==> config.mk <==
export PLATFORM = sky130hd
export DESIGN_NAME = bytebeat_mixer_pwm_flat
export DESIGN_NICKNAME = d
export VERILOG_FILES = /design/src/rtl/bytebeat_mixer_pwm_if.sv /design/src/rtl/bytebeat_mixer_pwm.sv /design/src/flat_wrapper.sv
export SDC_FILE = /design/constraint.sdc
export NUM_CORES = 1
export LEC_CHECK = 0
export CAP_MARGIN = 40
export CORE_ASPECT_RATIO = 0.8
export CORE_MARGIN = 2
export CORE_UTILIZATION = 38
export DETAILED_ROUTE_END_ITERATION = 7
export PLACE_DENSITY = 0.69
export SYNTH_ARGS = -nofsm -noshare
export SYNTH_HDL_FRONTEND = slang
export SYNTH_SLANG_ARGS = --single-unit
==> constraint.sdc <==
create_clock -name clk -period 8.8 [get_ports clk]
set_clock_uncertainty 0.05 [all_clocks]
set_input_delay 1.32 -clock clk [delete_from_list [all_inputs] [get_ports clk]]
set_output_delay 1.32 -clock clk [all_outputs]
set_load 0.03 [all_outputs]
==> src/rtl/bytebeat_mixer_pwm_if.sv <==
// Channel-side PCM bus for the bytebeat mixer: per-channel samples, valid,
// ready and mix-enable, grouped so the generator array binds in one port.
interface bytebeat_mixer_pwm_if #(
    parameter int NUM_CH   = 8,
    parameter int SAMPLE_W = 8
);
    logic [NUM_CH*SAMPLE_W-1:0] ch_pcm;
    logic [NUM_CH-1:0]          ch_vld;
    logic [NUM_CH-1:0]          ch_rdy;
    logic [NUM_CH-1:0]          ch_en;

    modport master (output ch_pcm, output ch_vld, output ch_en, input ch_rdy);
    modport slave  (input ch_pcm, input ch_vld, input ch_en, output ch_rdy);
endinterface

==> src/rtl/bytebeat_mixer_pwm.sv <==
// N-channel PCM mixer with a single PWM DAC output.
// Each channel owns a one-deep hold buffer that is promoted to its play
// register on the sample tick; the enabled play registers are summed, scaled
// (average or saturate) and fed to a PWM whose duty only reloads at wrap.

// One input channel: hold buffer, full flag and sample-and-hold play register.
module bytebeat_mixer_pwm_lane #(
    parameter int SAMPLE_W = 8
) (
    input  logic                clk,
    input  logic                reset,
    input  logic [SAMPLE_W-1:0] pcm,
    input  logic                vld,
    input  logic                tick,
    output logic                full,
    output logic [SAMPLE_W-1:0] play
);
    logic [SAMPLE_W-1:0] hold;

    // Tick drains a full buffer into play; otherwise an empty buffer accepts.
    always_ff @(posedge clk) begin
        if (reset) begin
            hold <= '0;
            full <= 1'b0;
            play <= '0;
        end else if (tick && full) begin
            play <= hold;
            full <= 1'b0;
        end else if (vld && !full) begin
            hold <= pcm;
            full <= 1'b1;
        end
    end
endmodule

module bytebeat_mixer_pwm #(
    parameter int NUM_CH   = 8,
    parameter int SAMPLE_W = 8,
    parameter int PWM_W    = 8,
    parameter int RATE_DIV = 3125
) (
    input  logic                  clk,
    input  logic                  reset,
    bytebeat_mixer_pwm_if.slave   ch,
    input  logic                  mix_mode,
    input  logic                  underrun_clr,
    output logic                  sample_tick,
    output logic [PWM_W-1:0]      mix_out,
    output logic                  underrun,
    output logic                  pwm_out
);
    localparam int SUM_W  = SAMPLE_W + $clog2(NUM_CH);
    localparam int CNT_W  = $clog2(RATE_DIV);
    localparam int STAGES = 1;
    localparam logic [SUM_W-1:0] PWM_MAX   = SUM_W'((2 ** PWM_W) - 1);
    localparam logic [CNT_W-1:0] TICK_LAST = CNT_W'(RATE_DIV - 1);

    logic [CNT_W-1:0]                 tick_cnt;
    logic [NUM_CH-1:0]                full;
    logic [NUM_CH-1:0][SAMPLE_W-1:0]  play;
    logic [SUM_W-1:0]                 sum_nxt;
    logic [SUM_W-1:0]                 sum_q;
    logic [STAGES:0]                  vld_pipe;
    logic [PWM_W-1:0]                 pwm_cnt;
    logic [PWM_W-1:0]                 duty;

    assign sample_tick = !reset && (tick_cnt == TICK_LAST);
    assign ch.ch_rdy   = ~full & {NUM_CH{~reset}};

    // Sample-period divider: counts 0..RATE_DIV-1 and wraps on the tick.
    always_ff @(posedge clk) begin
        if (reset || sample_tick) tick_cnt <= '0;
        else                      tick_cnt <= tick_cnt + 1'b1;
    end

    for (genvar g = 0; g < NUM_CH; g++) begin : g_lane
        bytebeat_mixer_pwm_lane #(.SAMPLE_W(SAMPLE_W)) u_lane (
            .clk   (clk),
            .reset (reset),
            .pcm   (ch.ch_pcm[g*SAMPLE_W +: SAMPLE_W]),
            .vld   (ch.ch_vld[g]),
            .tick  (sample_tick),
            .full  (full[g]),
            .play  (play[g])
        );
    end

    // Full-width sum of the enabled play registers; cannot overflow SUM_W.
    always_comb begin
        sum_nxt = '0;
        for (int i = 0; i < NUM_CH; i++)
            if (ch.ch_en[i]) sum_nxt = sum_nxt + SUM_W'(play[i]);
    end

    // Tick marker shifts down the two mix stages (sum, then scale).
    always_ff @(posedge clk) begin
        if (reset) vld_pipe <= '0;
        else       vld_pipe <= {vld_pipe[STAGES-1:0], sample_tick};
    end

    // Stage 1 captures the sum once play has settled; stage 2 scales it.
    always_ff @(posedge clk) begin
        if (reset) begin
            sum_q   <= '0;
            mix_out <= '0;
        end else begin
            if (vld_pipe[0]) sum_q <= sum_nxt;
            if (vld_pipe[1]) begin
                if (mix_mode) mix_out <= (sum_q > PWM_MAX) ? '1 : sum_q[PWM_W-1:0];
                else          mix_out <= sum_q[SUM_W-1 -: PWM_W];
            end
        end
    end

    // Sticky starvation flag; a new starvation outranks a clear.
    always_ff @(posedge clk) begin
        if (reset)                                       underrun <= 1'b0;
        else if (sample_tick && |(ch.ch_en & ~full))     underrun <= 1'b1;
        else if (underrun_clr)                           underrun <= 1'b0;
    end

    // PWM: duty reloads only as the counter wraps so no period is truncated.
    always_ff @(posedge clk) begin
        if (reset) begin
            pwm_cnt <= '0;
            duty    <= '0;
            pwm_out <= 1'b0;
        end else begin
            pwm_cnt <= pwm_cnt + 1'b1;
            if (pwm_cnt == '1) duty <= mix_out;
            pwm_out <= (pwm_cnt < duty);
        end
    end
endmodule

==> src/flat_wrapper.sv <==
// flat-port wrapper written by rule: the top's interface ports become plain ports
module bytebeat_mixer_pwm_flat 
#(
    parameter int NUM_CH   = 8,
    parameter int SAMPLE_W = 8,
    parameter int PWM_W    = 8,
    parameter int RATE_DIV = 3125
)
  (clk, reset, mix_mode, underrun_clr, sample_tick, mix_out, underrun, pwm_out, ch_ch_pcm, ch_ch_vld, ch_ch_en, ch_ch_rdy);
  bytebeat_mixer_pwm_if #(.NUM_CH(NUM_CH), .SAMPLE_W(SAMPLE_W)) ch_i ();
  input  logic clk;
  input  logic reset;
  input  logic mix_mode;
  input  logic underrun_clr;
  output logic sample_tick;
  output logic [PWM_W-1:0] mix_out;
  output logic underrun;
  output logic pwm_out;
  input wire logic [$bits(ch_i.ch_pcm)-1:0] ch_ch_pcm;
  input wire logic [$bits(ch_i.ch_vld)-1:0] ch_ch_vld;
  input wire logic [$bits(ch_i.ch_en)-1:0] ch_ch_en;
  output wire logic [$bits(ch_i.ch_rdy)-1:0] ch_ch_rdy;
  assign ch_i.ch_pcm = ch_ch_pcm;
  assign ch_i.ch_vld = ch_ch_vld;
  assign ch_i.ch_en = ch_ch_en;
  assign ch_ch_rdy = ch_i.ch_rdy;
  bytebeat_mixer_pwm #(.NUM_CH(NUM_CH), .SAMPLE_W(SAMPLE_W), .PWM_W(PWM_W), .RATE_DIV(RATE_DIV)) u_core (.clk(clk), .reset(reset), .ch(ch_i), .mix_mode(mix_mode), .underrun_clr(underrun_clr), .sample_tick(sample_tick), .mix_out(mix_out), .underrun(underrun), .pwm_out(pwm_out));
endmodule
=== Word level (Yosys, flattened, before mapping) ===
Index checks and enable logic that the tools add are counted.

* Multiplexer cells: 12
* Magnitude comparators: 2
* Bitwise operators: 12
* Add/subtract/negate cells: 9
* Equal/unequal tests: 2
* Reduce and logical (&&, ||, !) cells: 46

{| class="wikitable"
|+ Operators by type and width
! kind !! number
|-
| $mux W11 || 7
|-
| $add A11 B8 Y11 || 6
|-
| $mux W8 || 3
|-
| $logic_and A1 B1 Y1 || 18
|-
| $and A8 B8 Y8 || 2
|-
| $reduce_and A2 Y1 || 8
|-
| $reduce_or A2 Y1 || 8
|-
| $add A12 B1 Y12 const B || 1
|-
| $eq A12 B12 Y1 const B || 1
|-
| $gt A11 B8 Y1 const B || 1
|-
| $add A8 B8 Y9 || 1
|-
| $logic_not A1 Y1 || 9
|-
| $not A1 Y1 || 9
|-
| $add A8 B1 Y8 const B || 1
|-
| $eq A8 B8 Y1 const B || 1
|-
| $lt A8 B8 Y1 || 1
|-
| $not A8 Y8 || 1
|-
| $reduce_or A8 Y1 || 1
|-
| $mux W1 || 2
|-
| $reduce_bool A2 Y1 || 1
|-
| $logic_or A1 B1 Y1 || 1
|}

* Output and inout bits: 19
* Word-level logic and storage cells: 115
* Bits of input ports: 84
* Flip-flop bits (word level): 187

=== Depth between registers and ports, before layout ===
Gate-level depths: netlist of run 1.

* Depth in word-level cells: 15
* Gate-level depth with buffers: 47
* Mapped depth without buffers: 46

=== By module ===
A second synthesis of run 1 with hierarchy kept.

* Cells, all modules: 1255
* Area total of the unflattened synthesis: 11347.1 um2

{| class="wikitable"
|+ By module, submodules not included
! module !! times used !! cells each !! seq. area each (um2) !! area an instance (um2)
|-
| bytebeat_mixer_pwm || 1 || 727 || 1021.0 || 5691.7
|-
| bytebeat_mixer_pwm_lane || 8 || 66 || 340.3 || 706.9
|}

=== Worst setup path after synthesis of run 1 ===
Ideal clock, no wire load.

* Path kind: input-to-reg
* Start: in ch_ch_en[0]
* End: reg u_core.sum_q[10]
* Path buffers: 1
* Path slack: 103 ps
* Required time: 8630 ps
* Stages on the path: 47
* Library setup time: 120 ps
* Data arrival time: 8528 ps
* Path through: clkbuf_1 -> and2_1 -> ha_1 -> inv_1 -> fa_1 -> nor2b_1 -> o31a_1 -> a211oi_1 -> or2_2 -> ha_1 -> o21ai_0 -> o21ai_0 -> a21oi_1 -> xor2_1 -> nor2_1 -> or2_2 -> ha_1 -> o21ai_0 -> (+11 left out) -> ha_1 -> inv_1 -> nor2_1 -> o31ai_1 -> a21oi_1 -> a31oi_1 -> ha_1 -> o311ai_1 -> nand2_1 -> a21oi_1 -> a21o_1 -> ha_1 -> nor2b_1 -> o21a_1 -> o21ai_0 -> nor2_1 -> and3_2 -> a211o_1

* Word-level cells in the longest chain between the ends: 15

{| class="wikitable"
|+ Ends and longest elaborated chain
! what !! line !! text
|-
| start, declared || flat_wrapper.sv:21 || <nowiki>input wire logic [$bits(ch_i.ch_en)-1:0] ch_ch_en;</nowiki>
|-
| $mux W8 * || bytebeat_mixer_pwm.sv:92 || <nowiki>if (ch.ch_en[i]) sum_nxt = sum_nxt + SUM_W'(play[i]);</nowiki>
|-
| $add A8 B8 Y9 || bytebeat_mixer_pwm.sv:92 ||
|-
| $mux W11 * || bytebeat_mixer_pwm.sv:92 ||
|-
| $add A11 B8 Y11 || bytebeat_mixer_pwm.sv:92 ||
|-
| $mux W11 * || bytebeat_mixer_pwm.sv:92 ||
|-
| $add A11 B8 Y11 || bytebeat_mixer_pwm.sv:92 ||
|-
| $mux W11 * || bytebeat_mixer_pwm.sv:92 ||
|-
| $add A11 B8 Y11 || bytebeat_mixer_pwm.sv:92 ||
|-
| $mux W11 * || bytebeat_mixer_pwm.sv:92 ||
|-
| $add A11 B8 Y11 || bytebeat_mixer_pwm.sv:92 ||
|-
| $mux W11 * || bytebeat_mixer_pwm.sv:92 ||
|-
| $add A11 B8 Y11 || bytebeat_mixer_pwm.sv:92 ||
|-
| $mux W11 * || bytebeat_mixer_pwm.sv:92 ||
|-
| $add A11 B8 Y11 || bytebeat_mixer_pwm.sv:92 ||
|-
| $mux W11 * || bytebeat_mixer_pwm.sv:92 ||
|-
| end signal, assigned || bytebeat_mixer_pwm.sv:107 || <nowiki>if (vld_pipe[0]) sum_q <= sum_nxt;</nowiki>
|-
| end, declared || bytebeat_mixer_pwm.sv:62 || <nowiki>logic [SUM_W-1:0] sum_q;</nowiki>
|}

Mark *: on every way between the ends. The rest lies on a longest branch, timed or not.
A chain may end at the register's enable or synchronous reset.

=== Worst setup path in the final report of run 1 ===
Ends and elaborated chain as after synthesis.

==> results of run 1 <==
-- flip-flops by register name, summed over array words and instances (netlist names) --
signal and cells:
u_core.duty 8, u_core.g_lane.u_lane.full 8, u_core.g_lane.u_lane.hold 64, u_core.g_lane.u_lane.play 64, u_core.mix_out 8, u_core.pwm_cnt 8
u_core.pwm_out 1, u_core.sum_q 11, u_core.tick_cnt 12, u_core.underrun 1, u_core.vld_pipe 2
-- stage by stage --
step	setup WS (ns)	power (mW)	TNS, ns	instance area [um^2]
2_1_floorplan	0.103	1.02	0	10300
3_3_place_gp	-0.468	1.11	-1.46	12400
3_5_place_dp	-0.781	1.11	-3.16	12500
4_1_cts	0.0191	1.90	0	13200
5_1_grt	-0.0222	1.96	-0.0222	13400
6_report	0.346	1.88	0	13400
-- cells by family after synthesis --
kind of cell | Yosys count | share of synthesized area
compound gates | 275 | 0.169
xor+xnor | 45 | 0.0403
fa+ha+maj | 73 | 0.0935
buf+inv | 111 | 0.0424
flops | 187 | 0.362
mux | 95 | 0.0937
simple gates | 465 | 0.198
-- final timing paths --
path	startpoint	end	slack, ns	cells after the start
worst max register to register	u_core.g_lane[0].u_lane.play[0]	u_core.sum_q[10]	1.09	32
worst min register to register	u_core.pwm_cnt[0]	u_core.pwm_cnt[0]	0.40	1
worst max-delay path	ch_ch_en[0]	u_core.sum_q[10]	0.35	33
worst min-delay path	u_core.pwm_cnt[0]	u_core.pwm_cnt[0]	0.40	1
-- timing repair --
action / 4_1_cts / 5_1_grt
gates resized for setup: 23 / 42
setup endpoints to repair: 4 / 6
buffers inserted: 1 / 6
cloned: 0 / 0
pin swaps: 6 / 21
-- routing by layer --
layer,GRT usage,routed length (um)
met1,0.254,13300
met2,0.294,11500
met3,0.0408,1160
met4,0.0566,367
met5,0,0
-- synth_stat cells (all sizes together) (3+ instances only) --
master	count
dfxtp	187
nand2	186
nor2	152
a21oi	115
mux2i	82
ha	66
inv	54
clkbuf	48
o21ai	44
xnor2	27
nor3	26
nor2b	20
a211oi	18
nand2b	18
xor2	17
nand3	16
a21o	14
and2	13
mux2	13
o21a	12
o21bai	8
or3	8
fa	7
o221ai	7
buf	6
o31a	6
o211ai	5
o311ai	5
o31ai	5
or2	5
a31oi	4
nand4	4
o22ai	4
or4	4
a211o	3
a311oi	3
nor4	3
o2bb2ai	3
-- cell usage in the layout, fill, tap and decap left out, types with 5 or more instances in the layout --
| master | n |
|---|---|
| o211ai_1 | 5 |
| a211oi_2 | 6 |
| o21ai_1 | 16 |
| a211oi_1 | 12 |
| buf_4 | 121 |
| clkbuf_16 | 17 |
| o221ai_1 | 7 |
| nand3_1 | 16 |
| a21oi_1 | 106 |
| o21ai_0 | 22 |
| nor2b_1 | 18 |
| xnor2_1 | 25 |
| inv_1 | 52 |
| o21a_1 | 12 |
| fa_1 | 5 |
| o31a_1 | 5 |
| mux2_2 | 12 |
| dfxtp_1 | 187 |
| nand2_1 | 184 |
| o21bai_1 | 8 |
| a21o_1 | 14 |
| o21ai_2 | 5 |
| nor3_1 | 24 |
| ha_1 | 58 |
| xor2_1 | 17 |
| ha_4 | 8 |
| or3_1 | 8 |
| mux2i_1 | 81 |
| and2_1 | 11 |
| a21oi_2 | 8 |
| nor2_1 | 152 |
| nand2b_1 | 18 |
| clkdlybuf4s50_1 | 100 |
-- report_power, final --
| group | internal, mW | switching (mW) |
|---|---|---|
| Sequential | 0.869 | 0.0171 |
| Clock | 0.418 | 0.367 |
| Combinational | 0.111 | 0.102 |
| Total | 1.40 | 0.486 |
-- final cells by class --
type / count / area (um^2)
fillers: 2474 / 13100
inverters: 57 / 228
flip-flops and latches: 187 / 3740
clock inverters: 13 / 149
clock buffers: 19 / 453
repair buffers: 224 / 1940
diodes: 1 / 2.50
well taps: 357 / 447
multi-input cells: 953 / 6450
==> summary.txt, run 1 <==
Route
  – Routed WL: about 26000 um
  – Initial drt markers: 480
  – Drc violations: 0
  – Via density: between 5 and 6
  – Remaining antenna violation count: 0
  – Drt wl/cell: between 10 and 15 um
  – TritonRoute pass-1 iters: 6
  – Via count: ~9000

Yosys
  – YS warnings: 0
  – Cell count after synthesis: approximately 1300
  – Mapped Avg Cell Area: about 8.3 um^2
  – Post-Syn Nets: ~1400
  – Largest cells by area after synthesis: dfxtp_1 (36%), ha_1 (8.0%), mux2i_1 (7.9%), nand2_1 (6.8%), a21oi_1 (5.5%)
  – Synth area leader: dfxtp_1
  – FFs w/ async S/R, synth: 0
  – Yosys reg bits: approximately 190
  – Post-synth EDFFs: 0
  – Cell Area, Synth: just over 10000 um^2
  – Main synth FF type: dfxtp_1
  – Distinct cells, synth: between 70 and 80
  – Register area share after synthesis: 0.362
  – Share of the synthesized area in the top cell type: 0.362

STA
  – Fmax: ~0.12 GHz
  – Measured slew at the worst slew-check pin: roughly 0.90 ns
  – Final Max Slew Viols: 0
  – Final hold vios: 0
  – Setup Viol. Count Final: 0
  – Fin crit share: 0.961
  – Worst rel slew slack: 0.397
  – Min Tclk post-route: approximately 8.5 ns
  – Hold Slack: ~0.4 ns

Critical path
  – Critical Path RT: 9.08 ns
  – CP peak stage delay: about 0.52 ns
  – Crit path buf inv count: 4
  – Most common cell on crit path: ha_1
  – Critical Path AT: just under 9 ns
  – Slowest cell on crit path: or4b_1
  – Critical path class: in2reg
  – Worst Path Max Fanout: 5
  – CP Launch Type: input port
  – Crit-path leading delay family: compound AO/OA/AOI/OAI gates
  – Crit end category: flop

Power
  – VDD IR max: about 0.00012 V
  – P_leak: between 5 and 6 nW
  – Pwr/cell area: 140 nW/um^2

CTS
  – Clk root buf: clkbuf_16
  – Clk_lat worst skew: between 0.4 and 0.5 ns
  – CTS clk-pin slew, worst paths: ~0.08 ns
  – Cts hold-fix bufs: 0
  – Clk buf depth: 2
  – Sink Count: about 190
  – CTS buffer count: 17
  – TritonCTS clock tree: built
  – CTS H-tree depth: 4

Final layout
  – Fraction of layout cells with a size suffix above 1: 0.159
  – Final core utilization: 0.506
  – Final std cells w/o fill: 1811
  – Post-layout net count: ~1600
  – Layout area overhead: 29.9%

Global routing
  – Gr ovfl total: 0
  – First-pass GRT wire length: 42800 um
  – Largest net degree at the start of global routing: approximately 90
  – Initial antenna violation count: 1
  – Tot GR Track Use: 0.186
  – Vias in the first global route: a little under 9000

Floorplanning
  – CORE AREA: around 27000 um^2
  – Die Ht: about 150 um
  – Num ports: between 100 and 150
  – Die Wd: 188 um
  – Initial core utilization: 0.389
  – Die footprint: 28500 um^2
  – FP Rows: between 50 and 60

Placed design
  – RD Place Congestion: between 0.9 and 1
  – IO buf count: 102
  – Cells after DPL: 1771
  – Dpl hpwl: just under 20000 um

Flow run
  – Max-cap violations: 0

Run status
  – Status: complete, no violations

Worst hold path
  – Worst Hold Class: reg2reg
Power figures use the tool's default switching activity.
==> inputs of run 2 (changes only) <==
Settings changed: CAP_MARGIN 40 to 30.
==> summary.txt, run 2 (same netlist as run 1, synthesis figures left out) <==
Worst hold path
  – Hold Crit Endpoint: u_core.g_lane[0].u_lane.play[6] (was u_core.pwm_cnt[0])
  – Worst Hold Class: reg2reg (unchanged)
  – Hold Crit Depth: 2 (was 1)
  – Hold wc startpoint: u_core.g_lane[0].u_lane.play[6] (was u_core.pwm_cnt[0])

Global routing
  – Gr ovfl total: 0 (unchanged)
  – Largest net degree at the start of global routing: 88 (unchanged)
  – First-pass GRT wire length: 42800 um (about the same)
  – Initial antenna violation count: 1 (unchanged)
  – Tot GR Track Use: 0.186 (about the same)
  – Vias in the first global route: 8540 (was 8688)

STA
  – Setup ws final: 0.342 ns (was 0.346 ns)
  – Final Max Slew Viols: 0 (unchanged)
  – Fmax: 0.118 GHz (about the same)
  – Setup Viol. Count Final: 0 (unchanged)
  – Final hold vios: 0 (unchanged)
  – Hold Slack: 0.402 ns (was 0.401 ns)
  – Worst rel slew slack: 0.399 (was 0.397)
  – Measured slew at the worst slew-check pin: 0.900 ns (was 0.903 ns)
  – Fin crit share: 0.961 (about the same)
  – Setup TNS: 0 ns (unchanged)
  – Min Tclk post-route: 8.46 ns (was 8.45 ns)

Floorplanning
  – Die Wd: 188 um (unchanged)
  – Die Ht: 151 um (unchanged)
  – Initial core utilization: 0.389 (unchanged)
  – Num ports: 103 (unchanged)
  – CORE AREA: 26500 um^2 (unchanged)
  – Die footprint: 28500 um^2 (unchanged)
  – FP Rows: 53 (unchanged)

Placed design
  – IO buf count: 102 (unchanged)
  – Post-DP Area: 12400 um^2 (was 12500 um^2)
  – Pre-CTS setup slack: -0.787 ns (was -0.781 ns)
  – Cells after DPL: 1769 (was 1771)
  – Dpl hpwl: 19800 um (about the same)
  – RD Place Congestion: 0.940 (unchanged)

Power
  – Clock power share: 0.413 (was 0.417)
  – Sequential share of power: 0.474 (was 0.470)
  – Power share of the combinational group: 0.113 (about the same)
  – Switching power total: 0.481 mW (was 0.486 mW)
  – Power, Total: 1.87 mW (was 1.88 mW)
  – Pwr/cell area: 140 nW/um^2 (about the same)
  – VDD IR max: 0.000127 V (was 0.000123 V)
  – Cell Int Power: 1.39 mW (was 1.40 mW)
  – Switching fraction of total power: 0.257 (was 0.258)
  – P_leak: 5.38 nW (was 5.37 nW)

Critical path
  – Worst Path Max Fanout: 3 (was 5)
  – Slowest cell on crit path: or4b_1 (unchanged)
  – Crit-path leading delay family: compound AO/OA/AOI/OAI gates (unchanged)
  – Crit path buf inv count: 7 (was 4)
  – Worst r2r src: u_core.g_lane[0].u_lane.play[0] (unchanged)
  – Crit end category: flop (unchanged)
  – Most common cell on crit path: o21a_1 (was ha_1)
  – Critical Path AT: 8.74 ns (was 8.73 ns)
  – Critical Path RT: 9.08 ns (about the same)
  – Critical path class: in2reg (unchanged)
  – Worst reg-to-reg setup slack: 1.00 ns (was 1.09 ns)
  – Worst r2r path cells: 44 (was 32)
  – CP peak stage delay: 0.55 ns (was 0.52 ns)
  – Reg-to-Reg End: u_core.sum_q[10] (unchanged)
  – CP Launch Type: input port (unchanged)

CTS
  – CTS clk-pin slew, worst paths: 0.08 ns (about the same)
  – CTS H-tree depth: 4 (unchanged)
  – Clk_lat worst skew: 0.44 ns (about the same)
  – Clk buf depth: 2 (unchanged)
  – Sink Count: 187 (unchanged)
  – TritonCTS clock tree: built (unchanged)
  – Cts hold-fix bufs: 0 (unchanged)
  – CTS buffer count: 17 (unchanged)
  – Clk root buf: clkbuf_16 (unchanged)

Route
  – Initial drt markers: 541 (was 480)
  – Drt wl/cell: 14.7 um (was 14.5 um)
  – TritonRoute pass-1 iters: 6 (unchanged)
  – Drc violations: 0 (unchanged)
  – Routed WL: 26600 um (was 26300 um)
  – Remaining antenna violation count: 0 (unchanged)
  – Via density: 5.05 (was 5.08)
  – Via count: 9153 (was 9194)

Flow run
  – Max-cap violations: 0 (unchanged)

Final layout
  – Filler instances: 2499 (was 2474)
  – Most frequent cells in the layout: dfxtp_1 (187), nand2_1 (184), nor2_1 (152) (unchanged)
  – FF/Latch Area: 3740 um^2 (unchanged)
  – Final std cells w/o fill: 1811 (unchanged)
  – Post-route cell area: 13400 um^2 (about the same)
  – Final core utilization: 0.504 (was 0.506)
  – Regs by FF count: u_core.g_lane.u_lane.hold: 64 flops, u_core.g_lane.u_lane.play: 64 flops, u_core.tick_cnt: 12 flops (unchanged)
  – Post-layout net count: 1597 (unchanged)
  – Layout area overhead: 29.6% (was 29.9%)
  – Area occupied by multi-input gates: 6430 um^2 (was 6450 um^2)
  – Leading cell type in the layout, fill and taps excluded: dfxtp_1 (unchanged)
  – Fraction of layout cells with a size suffix above 1: 0.157 (was 0.159)

Run status
  – Status: complete, no violations (unchanged)
-- run 2: power groups by stage --
stage,Clock (mW),Combinational (mW),Sequential (mW)
floorplan,0,0.116,0.900
global placement,0,0.201,0.905
detailed placement,0,0.205,0.906
CTS,0.792,0.209,0.886
global route,0.822,0.232,0.889
finish,0.771,0.212,0.886
-- run 2: how the worst max path moves through the flow --
stage | start | endpoint | slack, ns | cells past startpoint
after floorplan | ch_ch_en[0] | u_core.sum_q[10] | 0.10 | 47
after global placement | ch_ch_en[0] | u_core.sum_q[10] | -0.47 | 47
after detailed placement | ch_ch_en[0] | u_core.sum_q[10] | -0.79 | 38
after CTS | ch_ch_en[0] | u_core.sum_q[10] | 0.01 | 41
after global routing | ch_ch_en[0] | u_core.sum_q[10] | -0.06 | 45
final | ch_ch_en[1] | u_core.sum_q[10] | 0.34 | 40
-- run 2: per-layer routing --
layer | up-vias | GRT usage | routed length, um
met5 | - | 0 | 0
met4 | 0 | 0.0449 | 347
met3 | 24 | 0.0329 | 881
met1 | 4247 | 0.262 | 13500
met2 | 156 | 0.296 | 11900
li1 | 4726 | - | -
-- run 2: worst register-to-register path: cells and delay by family, from the launching register on --
family	cells	cell delay, ns
AOI/OAI and AO/OA	21	2.62
adders and majority gates	7	2.05
buffers and inverters	6	0.59
DFF	1	0.35
and+or+nand+nor	10	2.05
-- run 2: cell type report --
type	count	area share
Clock buffer	18	0.0328
Antenna cell	1	0.000187
Inverter	57	0.0170
Clock inverter	14	0.0114
Multi-Input combinational cell	953	0.480
Tap cell	357	0.0334
Sequential cell	187	0.280
Timing Repair Buffer	224	0.145
-- run 2: what timing repair did --
action | in CTS | in global routing
endpoints found under the setup margin | 4 | 6
resized for setup | 19 | 39
pin swaps | 2 | 16
setup buffers | 2 | 7
